File: config.mk
export PLATFORM = sky130hd
export DESIGN_NAME = vga_frame_counter_core
export DESIGN_NICKNAME = d
export VERILOG_FILES = /design/src/rtl/vga_pkg.sv /design/src/rtl/vga_pixel_tick_gen.sv /design/src/rtl/vga_frame_counter_core.sv
export SDC_FILE = /design/constraint.sdc
export NUM_CORES = 1
export LEC_CHECK = 0
export BUFFER_PORTS_ARGS = -buffer_cell sky130_fd_sc_hd__buf_2
export CORE_ASPECT_RATIO = 1.1
export CORE_MARGIN = 8
export CORE_UTILIZATION = 31
export DETAILED_ROUTE_END_ITERATION = 16
export PLACE_DENSITY = 0.59
export RECOVER_POWER = 50
export SKIP_LAST_GASP = 1
export SLEW_MARGIN = 15
export SYNTH_ARGS = -nofsm -noshare
export SYNTH_HDL_FRONTEND = slang
export SYNTH_SLANG_ARGS = --single-unit
File: constraint.sdc
create_clock -name clk -period 3.9 [get_ports clk]
set_clock_uncertainty 0.15 [all_clocks]
set_input_delay 0.585 -clock clk [delete_from_list [all_inputs] [get_ports clk]]
set_output_delay 0.585 -clock clk [all_outputs]
set_load 0.05 [all_outputs]
File: src/rtl/vga_pkg.sv
// Shared timing defaults, register map and small helpers for the VGA frame counter core.
package vga_pkg;

  // Default 640x480 @ 60 Hz timing with a 100 MHz system clock.
  localparam int unsigned DEF_DIV = 4;
  localparam int unsigned DEF_HD  = 640;
  localparam int unsigned DEF_HF  = 16;
  localparam int unsigned DEF_HR  = 96;
  localparam int unsigned DEF_HB  = 48;
  localparam int unsigned DEF_VD  = 480;
  localparam int unsigned DEF_VF  = 10;
  localparam int unsigned DEF_VR  = 2;
  localparam int unsigned DEF_VB  = 33;
  localparam int unsigned DEF_HT  = DEF_HD + DEF_HF + DEF_HR + DEF_HB;
  localparam int unsigned DEF_VT  = DEF_VD + DEF_VF + DEF_VR + DEF_VB;

  localparam int unsigned CoordW = 11;
  typedef logic [CoordW-1:0] coord_t;

  typedef enum logic [1:0] {
    REG_FCNT = 2'd0,
    REG_POS  = 2'd1,
    REG_CTRL = 2'd2,
    REG_CLR  = 2'd3
  } reg_addr_e;

  // Layout of the low nibble returned by REG_CTRL.
  typedef struct packed {
    logic run;
    logic video_on;
    logic vsync;
    logic hsync;
  } ctrl_status_t;

  // True when lo <= v < lo + len.
  function automatic logic in_span(input coord_t v, input int unsigned lo,
                                   input int unsigned len);
    int unsigned vi;
    vi = 32'(v);
    return (vi >= lo) && (vi < lo + len);
  endfunction

endpackage

File: src/rtl/vga_pixel_tick_gen.sv
// Mod-DIV clock divider producing a one-clk pixel enable; clr returns it to phase 0.
module vga_pixel_tick_gen
  import vga_pkg::*;
#(
  parameter int unsigned DIV = DEF_DIV
) (
  input  logic clk,
  input  logic reset,
  input  logic clr,
  input  logic en,
  output logic tick
);

  localparam int unsigned CntW = (DIV > 1) ? $clog2(DIV) : 1;
  localparam logic [CntW-1:0] Last = CntW'(DIV - 1);

  logic [CntW-1:0] cnt_q, cnt_d;

  always_comb begin
    cnt_d = cnt_q;
    if (clr) begin
      cnt_d = '0;
    end else if (en) begin
      cnt_d = (cnt_q == Last) ? '0 : cnt_q + CntW'(1);
    end
  end

  always_ff @(posedge clk) begin
    if (!reset) begin
      cnt_q <= '0;
    end else begin
      cnt_q <= cnt_d;
    end
  end

  assign tick = en && (cnt_q == Last);

endmodule

File: src/rtl/vga_frame_counter_core.sv
// Raster timing generator: pixel tick, x/y, syncs, frame pulse and a small slot register set.
module vga_frame_counter_core
  import vga_pkg::*;
#(
  parameter int unsigned DIV = DEF_DIV,
  parameter int unsigned HD  = DEF_HD,
  parameter int unsigned HF  = DEF_HF,
  parameter int unsigned HR  = DEF_HR,
  parameter int unsigned HB  = DEF_HB,
  parameter int unsigned VD  = DEF_VD,
  parameter int unsigned VF  = DEF_VF,
  parameter int unsigned VR  = DEF_VR,
  parameter int unsigned VB  = DEF_VB
) (
  input  logic        clk,
  input  logic        reset,
  input  logic        cs,
  input  logic        read,
  input  logic        write,
  input  logic [1:0]  addr,
  input  logic [31:0] wr_data,
  output logic [31:0] rd_data,
  output logic [10:0] x,
  output logic [10:0] y,
  output logic        hsync,
  output logic        vsync,
  output logic        video_on,
  output logic        pixel_tick,
  output logic        frame_start
);

  localparam int unsigned HT = HD + HF + HR + HB;
  localparam int unsigned VT = VD + VF + VR + VB;
  localparam coord_t XLast = coord_t'(HT - 1);
  localparam coord_t YLast = coord_t'(VT - 1);

  logic         run_q, run_d;
  coord_t       x_q, x_d;
  coord_t       y_q, y_d;
  logic         hsync_q, hsync_d;
  logic         vsync_q, vsync_d;
  logic         video_on_q, video_on_d;
  logic [31:0]  fcnt_q, fcnt_d;

  logic         ctrl_wr, clr_wr, stop_wr, frame_end;
  ctrl_status_t status;

  // Reads have no side effects, so the read strobe and upper write bits carry no information.
  logic unused_inputs;
  assign unused_inputs = ^{read, wr_data[31:1]};

  assign ctrl_wr = cs && write && (addr == REG_CTRL);
  assign clr_wr  = cs && write && (addr == REG_CLR);
  assign stop_wr = ctrl_wr && !wr_data[0];

  vga_pixel_tick_gen #(
    .DIV (DIV)
  ) u_tick_gen (
    .clk   (clk),
    .reset (reset),
    .clr   (stop_wr),
    .en    (run_q),
    .tick  (pixel_tick)
  );

  assign frame_end = pixel_tick && (x_q == XLast) && (y_q == YLast);

  always_comb begin
    run_d = run_q;
    if (ctrl_wr) begin
      run_d = wr_data[0];
    end
  end

  // Syncs are derived from next-state coordinates so they register alongside x/y.
  always_comb begin
    x_d = x_q;
    y_d = y_q;
    if (stop_wr || !run_q) begin
      x_d = '0;
      y_d = '0;
    end else if (pixel_tick) begin
      if (x_q == XLast) begin
        x_d = '0;
        y_d = (y_q == YLast) ? '0 : y_q + coord_t'(1);
      end else begin
        x_d = x_q + coord_t'(1);
      end
    end
    hsync_d    = !in_span(x_d, HD + HF, HR);
    vsync_d    = !in_span(y_d, VD + VF, VR);
    video_on_d = (32'(x_d) < HD) && (32'(y_d) < VD);
  end

  // Clear beats a frame-end increment; a stop write in the frame-end cycle suppresses it.
  always_comb begin
    fcnt_d = fcnt_q;
    if (clr_wr) begin
      fcnt_d = '0;
    end else if (frame_end && !stop_wr) begin
      fcnt_d = fcnt_q + 32'd1;
    end
  end

  always_ff @(posedge clk) begin
    if (!reset) begin
      run_q      <= 1'b1;
      x_q        <= '0;
      y_q        <= '0;
      hsync_q    <= 1'b1;
      vsync_q    <= 1'b1;
      video_on_q <= 1'b1;
      fcnt_q     <= '0;
    end else begin
      run_q      <= run_d;
      x_q        <= x_d;
      y_q        <= y_d;
      hsync_q    <= hsync_d;
      vsync_q    <= vsync_d;
      video_on_q <= video_on_d;
      fcnt_q     <= fcnt_d;
    end
  end

  always_comb begin
    status.run      = run_q;
    status.video_on = video_on_q;
    status.vsync    = vsync_q;
    status.hsync    = hsync_q;
  end

  always_comb begin
    rd_data = '0;
    if (cs) begin
      unique case (addr)
        REG_FCNT: rd_data = fcnt_q;
        REG_POS:  rd_data = {5'b0, y_q, 5'b0, x_q};
        REG_CTRL: rd_data = {28'b0, status};
        default:  rd_data = '0;
      endcase
    end
  end

  assign x           = x_q;
  assign y           = y_q;
  assign hsync       = hsync_q;
  assign vsync       = vsync_q;
  assign video_on    = video_on_q;
  assign frame_start = pixel_tick && (x_q == '0) && (y_q == '0);

endmodule

After elaboration in Yosys (flattened, before gate mapping):

Index checks and enable logic that the tools add are counted.

* register bits after elaboration: 60
* input port bits: 39
* output and inout port bits: 59
* logic and storage cells: 59

* $add $sub $neg: 4
* order comparisons: 6
* eq/ne operators: 6
* multiplexer cells: 10
* bitwise gates (word level): 1
* reduce and logical (&&, ||, !) cells: 24

Operators with widths (number)
* case mux 32 bit (3 select lines): 1
* two-way mux 11 bit: 7
* adder 32 x 1 -> 32 bit, second input constant: 1
* two-way mux 32 bit: 1
* adder 11 x 1 -> 11 bit, second input constant: 2
* == test 11 x 10 -> 1 bit, second input constant: 2
* logical NOT 11 bit: 2
* < comparator 11 x 10 -> 1 bit, second input constant: 2
* < comparator 11 x 9 -> 1 bit, second input constant: 2
* logical AND 1 bit: 13
* >= comparator 11 x 10 -> 1 bit, second input constant: 1
* >= comparator 11 x 9 -> 1 bit, second input constant: 1
* == test 2 bit, second input constant: 3
* logical NOT 1 bit: 5
* OR reduction 2 bit: 2
* adder 2 x 1 -> 2 bit, second input constant: 1
* == test 2 x 1 -> 1 bit, second input constant: 1
* logical NOT 2 bit: 1
* two-way mux 2 bit: 1
* logical OR 1 bit: 1
* inverter 1 bit: 1

Depth between registers and ports, before layout:

Gate-level depths: netlist of the first run.

* word-level depth: 8
* mapped depth: 9
* gate-level depth less buffers: 8

By module:

From an unflattened synthesis of the first run, not the netlist that was laid out.

* cell total of the unflattened synthesis: 453
* area, all modules: 3547.2 um^2

Modules (own cells, without submodules)
* vga_frame_counter_core: times used 1, cells each 443, area each 3444.6 um^2, sequential area each 1161.1 um^2
* vga_pixel_tick_gen: times used 1, cells each 10, area each 102.6 um^2, sequential area each 40.0 um^2

Worst setup path before layout of the first run:

OpenSTA, ideal clock, no wires.

* path kind: register to register
* start point: reg x_q[6], in the netlist x[6]
* end point: reg fcnt_q[31]
* setup time: 0.128 ns
* arrival: 2.814 ns
* data required time: 3.622 ns
* setup slack: 0.808 ns
* stages on the path, launching flop included: 10
* path buffers: 3
* period minus slack after synthesis: 3.092 ns
* cell sequence: dfxtp_1 -> buf_2 -> or4_1 -> buf_2 -> or4_4 -> or3_1 -> buf_6 -> nor4_4 -> xnor2_1 -> nor2_1

* longest elaborated chain between the ends: 4

Ends and longest elaborated chain
* start: declaration: RTL line vga_frame_counter_core.sv:38 `coord_t x_q, x_d;`
* start signal: assignment: RTL line vga_frame_counter_core.sv:108 `x_q <= '0;`
* start signal: assignment: RTL line vga_frame_counter_core.sv:116 `x_q <= x_d;`
* == test 11 x 10 -> 1 bit: RTL line vga_frame_counter_core.sv:66 `assign frame_end = pixel_tick && (x_q == XLast) && (y_q == YLast);`
* logical AND 1 bit (2 in a row): RTL line vga_frame_counter_core.sv:66
* logical AND 1 bit: RTL line vga_frame_counter_core.sv:100 `end else if (frame_end && !stop_wr) begin`
* end signal: assignment: RTL line vga_frame_counter_core.sv:121 `fcnt_q <= fcnt_d;`
* end: declaration: RTL line vga_frame_counter_core.sv:43 `logic [31:0] fcnt_q, fcnt_d;`

No other way between the ends.
A chain may end at the register's enable or synchronous reset.

Worst setup path after layout of the first run:

* start point: reg x_q[6], in the netlist x[6]
* end point: reg fcnt_q[25]

Same word-level chain as after synthesis.

==> summary.md, run 1 <==
| Metric | Value |
|---|---|
| Worst hold start | reset |
| Hold Buf Count CTS | 0 |
| XOR/XNOR Fraction of Synth Area | 0.120 |
| Fmax achieved | 0.293 GHz |
| Vias | 3292 |
| Post-CTS setup buffers | 0 |
| Crit Path Max Fanout | 14 |
| Simple-Gate Fraction of Synth Area | 0.337 |
| Setup total negative slack | 0 ns |
| CTS sink cnt | 60 |
| Synth Flop Type | dfxtp_1 |
| Status | complete, no violations |
| CTS H-tree depth | 3 |
| CP most frequent cell | or4_1 |
| Worst path max stage delay | 0.83 ns |
| Pint | 1180 uW |
| Storage cell area | 0.00120 mm^2 |
| DR pass1 iterations | 4 |
| Clk pwr share | 0.534 |
| Delay-heaviest family, CP | simple AND/OR/NAND/NOR gates |
| Worst setup EP type | register |
| Initial antenna violation count | 0 |
| Tot Pwr | 1500 uW |
| DP HPWL | 7.37 mm |
| Max-cap violations | 0 |
| Share of post-route cells with drive strength above 1 | 0.0893 |
| Compound-cell area share of the yosys netlist | 0.0630 |
| Min-Delay Path Class | input pin to register |
| Antenna Cells | 0 |
| CTS Buffer Depth | 2 |
| Via density per instance | 5.03 |
| Actual slew at the worst max-slew pin | 1.09 ns |
| Asr flop ratio synth | 0 |
| Initial Util | 0.312 |
| WP data required | 3.96 ns |
| Worst R2R Start | x[6]$_SDFF_PN0_ |
| IO Pins | 98 |
| DP Area | 0.00398 mm^2 |
| YS warnings | 0 |
| Area share of the largest cell type after synthesis | 0.342 |
| Final core occ | 0.374 |
| Largest family of logic cells by synthesized area | simple AND/OR/NAND/NOR gates |
| Clk pin slew, worst setup/hold paths | 0.05 ns |
| Final setup violation count | 0 |
| Cell area after synthesis | 0.00352 mm^2 |
| Top cells by area, synth | dfxtp_1, nor2_1, xnor2_1, mux2i_1, xor2_1 |
| Sw Share | 0.212 |
| Post-synthesis sequential area ratio | 0.342 |
| Synth unique cells | 45 |
| CP Launch Type | register |
| Core area | 0.0113 mm^2 |
| DRT iter0 DRCs | 266 |
| Total wire length | 10.1 mm |
| Post-Layout Inst Area | 0.00422 mm^2 |
| Post-CTS sizing | 0 |
| Hold Violations, Final | 0 |
| CTS tree | yes |
| Kind of critical path | register to register |
| Register-to-Register Path Depth | 6 |
| PortBufs | 65 |
| Multiplexer share of the synthesized area | 0.0712 |
| Largest net degree at the start of global routing | 33 |
| Slowest cell on crit path | or4_1 |
| Die Span Y | 128 um |
| Worst r2r dst | fcnt_q[25]$_SDFFE_PP0P_ |
| Buf+Inv Stages, Crit Path | 0 |
| Multi-input gate area | 0.00215 mm^2 |
| Routed len/inst | 15.5 um |
| GRT overflow | 0 |
| Seq cells post-synth | 60 |
| Cell Chain, Critical Path | or4_1, or4_1, or3_1, nor3_1, xnor2_1, nor2_1 |
| Number of global-route vias before repair | 3252 |
| Synth area leader | dfxtp_1 |
| Worst Hold Path EP | run_q$_SDFFE_PN1N_ |
| CTS Buf Count | 9 |
| Layout area overhead | 19.9% |
| Max-slew violations | 0 |
| Slew margin rel. | 0.276 |
| Syn_area_per_cell | 7.97 um^2 |
| Clock Latency Late Sink | 0.32 ns |
| Syn Inst Count | 441 |
| GRT Total Usage | 0.138 |
| Die X | 118 um |
| Most frequent cells in the layout | nor2_1, dfxtp_1, clkbuf_1 |
| Critical Path AT | 3.47 ns |
| Pleak | 0.00149 uW |
| CTS root buf | clkbuf_16 |
| Synth Area in Adders | 0.0214 |
| EDFF count, synth | 0 |
| Synth Net Count | 486 |
| Antenna Nets Post-Route | 0 |
| Pwr Density | 357 mW/mm^2 |
| Psw | 319 uW |
| Global-route wire length before repair | 16.9 mm |
| Reg power frac | 0.414 |
| Die area | 0.0150 mm^2 |
| Hold path cells | 2 |
| Fin nets | 545 |
| Fin crit period | 3.41 ns |
| Leading cell type in the layout, fill and taps excluded | nor2_1 |
| Logic pwr share | 0.052 |
| Std-Cell Rows | 41 |
| Worst VDD drop | 0.000178 V |
| Reg2Reg Setup Slack | 0.49 ns |
| Filler cells | 1231 |
| Final period util | 0.875 |
| Placer Congestion | 0.848 |
| RSZ-0062 raised after global routing | no |
| Number of remaining DRC errors | 0 |
routing by layer:
layer,GRT usage,vias up,routed length [um],part of all wire
li1,-,1641,-,-
met4,0.0573,0,139,0.014
met2,0.224,84,4580,0.45
met1,0.166,1558,4690,0.46
met5,0,-,0,0
met3,0.0423,9,699,0.069
kinds of logic (layout without fill, tap and decap cells):
logic type,Yosys count,after routing
muxes,25,25
AOI/OAI and AO/OA,36,36
xor gates and xnor gates,48,48
DFF,60,60
and+or+nand+nor,228,228
adders and majority gates,6,6
buffers and inverters,38,101
worst max path at each step:
stage / slack (ns) / cells after the start / from / end
detailed placement: 0.71 / 6 / x[5]$_SDFF_PN0_ / fcnt_q[25]$_SDFFE_PP0P_
CTS: 0.69 / 6 / x[5]$_SDFF_PN0_ / fcnt_q[25]$_SDFFE_PP0P_
finish: 0.49 / 6 / x[6]$_SDFF_PN0_ / fcnt_q[25]$_SDFFE_PP0P_
global route: 0.32 / 6 / x[5]$_SDFF_PN0_ / fcnt_q[22]$_SDFFE_PP0P_
floorplan: 0.81 / 9 / x[6]$_SDFF_PN0_ / fcnt_q[31]$_SDFFE_PP0P_
global placement: 0.71 / 6 / x[5]$_SDFF_PN0_ / fcnt_q[29]$_SDFFE_PP0P_
worst register-to-register path: stages, from the launching register on:
cell,delay (ns)
dfxtp_1,0.41
or4_1,0.66
or4_1,0.83
or3_1,0.69
nor3_1,0.35
xnor2_1,0.16
nor2_1,0.05
synthesized netlist by cell type (3+ instances only):
library cell and n:
nor2_1 80, dfxtp_1 60, nand2_1 30, xnor2_1 30
mux2i_1 25, nor3_1 22, nand3_1 21, clkbuf_1 18
xor2_1 18, o21ai_0 14, inv_1 12, nand4_1 12
and2_1 11, or3_1 10, a21oi_1 8, and3_1 6
ha_1 6, nor4_1 6, and4_1 4, nor4b_1 4
buf_1 3, buf_2 3, nor2b_1 3, nor3b_1 3
o211ai_1 3
power by group through the flow:
| stage | sequential, uW | combinational [uW] | clock [uW] |
|---|---|---|---|
| floorplan | 636 | 55.3 | 0 |
| global placement | 634 | 79.8 | 0 |
| detailed placement | 634 | 80.5 | 0 |
| CTS | 622 | 81.0 | 821 |
| global route | 622 | 86.9 | 852 |
| finish | 622 | 78.8 | 802 |
state kept, by name, summed over array words and instances, names as in the netlist:
name	count
u_tick_gen.cnt_q	2
fcnt_q	32
run_q	1
video_on	1
vsync	1
x	11
y	11
hsync	1
per-stage QoR:
step	std cells	hold WS (ns)	worst slack, ns
floorplan	441	0.315	0.808
global placement	639	0.337	0.707
detailed placement	639	0.344	0.709
CTS	654	0.329	0.691
global route	654	0.336	0.315
finish	654	0.340	0.487
layout make-up:
| type | instances | area share |
|---|---|---|
| Multi-Input combinational cell | 343 | 0.510 |
| Sequential cell | 60 | 0.285 |
| Timing Repair Buffer | 74 | 0.0778 |
| Clock buffer | 14 | 0.0650 |
| Tap cell | 150 | 0.0445 |
| Inverter | 12 | 0.0107 |
| Clock inverter | 1 | 0.00712 |
No activity file was read; power rests on OpenSTA's default activity.
==> run 2, diff against run 1 <==
--- a/config.mk
+++ b/config.mk
@@ -6,7 +6,6 @@
 export NUM_CORES = 1
 export LEC_CHECK = 0
 export BUFFER_PORTS_ARGS = -buffer_cell sky130_fd_sc_hd__buf_2
-export CORE_ASPECT_RATIO = 1.1
 export CORE_MARGIN = 8
 export CORE_UTILIZATION = 31
 export DETAILED_ROUTE_END_ITERATION = 16
==> constraint.sdc (replaced) <==
create_clock -name clk -period 4 [get_ports clk]
set_clock_uncertainty 0.15 [all_clocks]
set_input_delay 0.6 -clock clk [delete_from_list [all_inputs] [get_ports clk]]
set_output_delay 0.6 -clock clk [all_outputs]
set_load 0.05 [all_outputs]
==> run 2 against run 1 <==
Sequential power shrank 3%. Core utilization is 0.51 points lower. Total power decreased by 7.1%. Routed wire length shrank 2.9%. Combinational power down 4.9%. Final area shrank 1.9%. Count of clock-buffer cells in the layout decreased by 3. Critical path depth is the same. Critical path type unchanged.
==> summary.md, run 2 (synthesis gave the netlist of run 1 again) <==
| Metric | Value |
|---|---|
| Status | complete, no violations (unchanged) |
| PortBufs | 65 (unchanged) |
| Biggest register | fcnt_q (unchanged) |
| Placer Congestion | 0.804 (was 0.848) |
| Largest net degree at the start of global routing | 33 (unchanged) |
| Global-route wire length before repair | 16.1 mm (was 16.9 mm) |
| Vias | 3267 (was 3292) |
| Worst hold slack | 0.346 ns (was 0.340 ns) |
| Fin crit period | 3.45 ns (was 3.41 ns) |
| Std-Cell Rows | 39 (was 41) |
| Number of remaining DRC errors | 0 (unchanged) |
| Antenna Nets Post-Route | 0 (unchanged) |
| WP data required | 4.01 ns (was 3.96 ns) |
| Kind of critical path | register to register (unchanged) |
| Core area | 0.0112 mm^2 (was 0.0113 mm^2) |
| Worst setup EP type | register (unchanged) |
| CTS tree | yes (unchanged) |
| Layout area overhead | 17.6% (was 19.9%) |
| Clk pwr share | 0.512 (was 0.534) |
| CTS Buf Count | 9 (unchanged) |
| Pint | 1070 uW (was 1180 uW) |
| Share of post-route cells with drive strength above 1 | 0.0823 (was 0.0893) |
| CTS sink cnt | 60 (unchanged) |
| Leading cell type in the layout, fill and taps excluded | nor2_1 (unchanged) |
| Total wire length | 9.82 mm (was 10.1 mm) |
| Max-slew violations | 0 (unchanged) |
| Hold Buf Count CTS | 0 (unchanged) |
| Antenna Cells | 0 (unchanged) |
| Sw Share | 0.234 (was 0.212) |
| Number of global-route vias before repair | 3200 (was 3252) |
| Post-CTS sizing | 0 (unchanged) |
| DP Area | 0.00393 mm^2 (was 0.00398 mm^2) |
| Via density per instance | 5.10 (was 5.03) |
| Slew margin rel. | 0.246 (was 0.276) |
| CTS Buffer Depth | 2 (unchanged) |
| IO Pins | 98 (unchanged) |
| Max-cap violations | 0 (unchanged) |
| GRT overflow | 0 (unchanged) |
| Pleak | 0.00144 uW (was 0.00149 uW) |
| Hold Violations, Final | 0 (unchanged) |
| Pwr Density | 338 mW/mm^2 (was 357 mW/mm^2) |
| Crit Path Max Fanout | 14 (unchanged) |
| Initial Util | 0.313 (was 0.312) |
| Filler cells | 1213 (was 1231) |
| Logic pwr share | 0.054 (was 0.052) |
| DRT iter0 DRCs | 284 (was 266) |
| Final period util | 0.862 (was 0.875) |
| Die X | 122 um (was 118 um) |
| Post-CTS setup buffers | 0 (unchanged) |
| Most frequent cells in the layout | nor2_1, dfxtp_1, clkbuf_1 (unchanged) |
| Worst VDD drop | 0.000156 V (was 0.000178 V) |
| Die area | 0.0150 mm^2 (about the same) |
| Setup total negative slack | 0 ns (unchanged) |
| Min-Delay Path Class | input pin to register (unchanged) |
| Clk pin slew, worst setup/hold paths | 0.05 ns (about the same) |
| Tot Pwr | 1400 uW (was 1500 uW) |
| DR pass1 iterations | 4 (unchanged) |
| GRT Total Usage | 0.134 (was 0.138) |
| Post-Layout Inst Area | 0.00414 mm^2 (was 0.00422 mm^2) |
| Reg power frac | 0.434 (was 0.414) |
| Fmax achieved | 0.290 GHz (was 0.293 GHz) |
| Flip-flop count of the largest register after layout | 32 (unchanged) |
| DP HPWL | 7.27 mm (was 7.37 mm) |
| Actual slew at the worst max-slew pin | 1.13 ns (was 1.09 ns) |
| Clock Latency Late Sink | 0.32 ns (about the same) |
| Psw | 327 uW (was 319 uW) |
| CP Launch Type | register (unchanged) |
| Die Span Y | 122 um (was 128 um) |
| RSZ-0062 raised after global routing | no (unchanged) |
| Fin nets | 539 (was 545) |
| Initial antenna violation count | 0 (unchanged) |
| Routed len/inst | 15.3 um (was 15.5 um) |
| Critical Path AT | 3.46 ns (was 3.47 ns) |
| CTS H-tree depth | 3 (unchanged) |
| Final setup violation count | 0 (unchanged) |
| CTS root buf | clkbuf_16 (unchanged) |
run 2: cell count changes in the layout (fill, tap and decap cells not counted):
cell | previous run | this run
clkbuf_8 | 3 | 2
bufinv_16 | 1 | 0
clkbuf_1 | 50 | 48
clkinv_2 | 0 | 2
buf_4 | 7 | 1
clkinvlp_4 | 0 | 2
run 2: metal layers:
layer	share of wire	GRT usage
met5	0	0
met4	0.012	0.0457
met2	0.45	0.207
met3	0.085	0.0382
met1	0.45	0.175
run 2: worst max-delay path, cell delays in order, from the launching register on:
cell	delay, ns
dfxtp_1	0.40
or4_1	0.67
or4_1	0.82
or3_1	0.69
nor4_4	0.34
xnor2_1	0.15
nor2_1	0.06
run 2: worst paths after layout:
kind / from / endpoint / slack, ns / cells after the start
max: x[5]$_SDFF_PN0_ / fcnt_q[31]$_SDFFE_PP0P_ / 0.55 / 6
min reg2reg: u_tick_gen.cnt_q[1]$_SDFFE_PP0P_ / u_tick_gen.cnt_q[1]$_SDFFE_PP0P_ / 0.36 / 2
max reg2reg: x[5]$_SDFF_PN0_ / fcnt_q[31]$_SDFFE_PP0P_ / 0.55 / 6
min: reset / run_q$_SDFFE_PN1N_ / 0.35 / 2
run 2: final cells by class:
| cell class | count | area [um^2] | area share |
|---|---|---|---|
| Inverter | 12 | 45.0 | 0.0109 |
| Sequential cell | 60 | 1200 | 0.290 |
| Tap cell | 143 | 179 | 0.0433 |
| Clock buffer | 11 | 253 | 0.0611 |
| Clock inverter | 4 | 25.0 | 0.00605 |
| Multi-Input combinational cell | 343 | 2150 | 0.520 |
| Timing Repair Buffer | 68 | 283 | 0.0684 |
run 2: metrics by stage:
stage          setup WS, ns  utilization  std cells
2_1_floorplan         0.908            -        441
3_3_place_gp          0.782        0.350        626
3_5_place_dp          0.756        0.350        626
4_1_cts               0.740        0.375        641
5_1_grt               0.384        0.368        641
6_report              0.552        0.368        641
run 2: power groups by stage:
stage | clock, uW | sequential, uW | combinational [uW]
finish | 715 | 606 | 74.9
global route | 762 | 606 | 81.8
CTS | 736 | 606 | 77.4
detailed placement | 0 | 619 | 77.4
global placement | 0 | 618 | 75.6
floorplan | 0 | 620 | 53.9
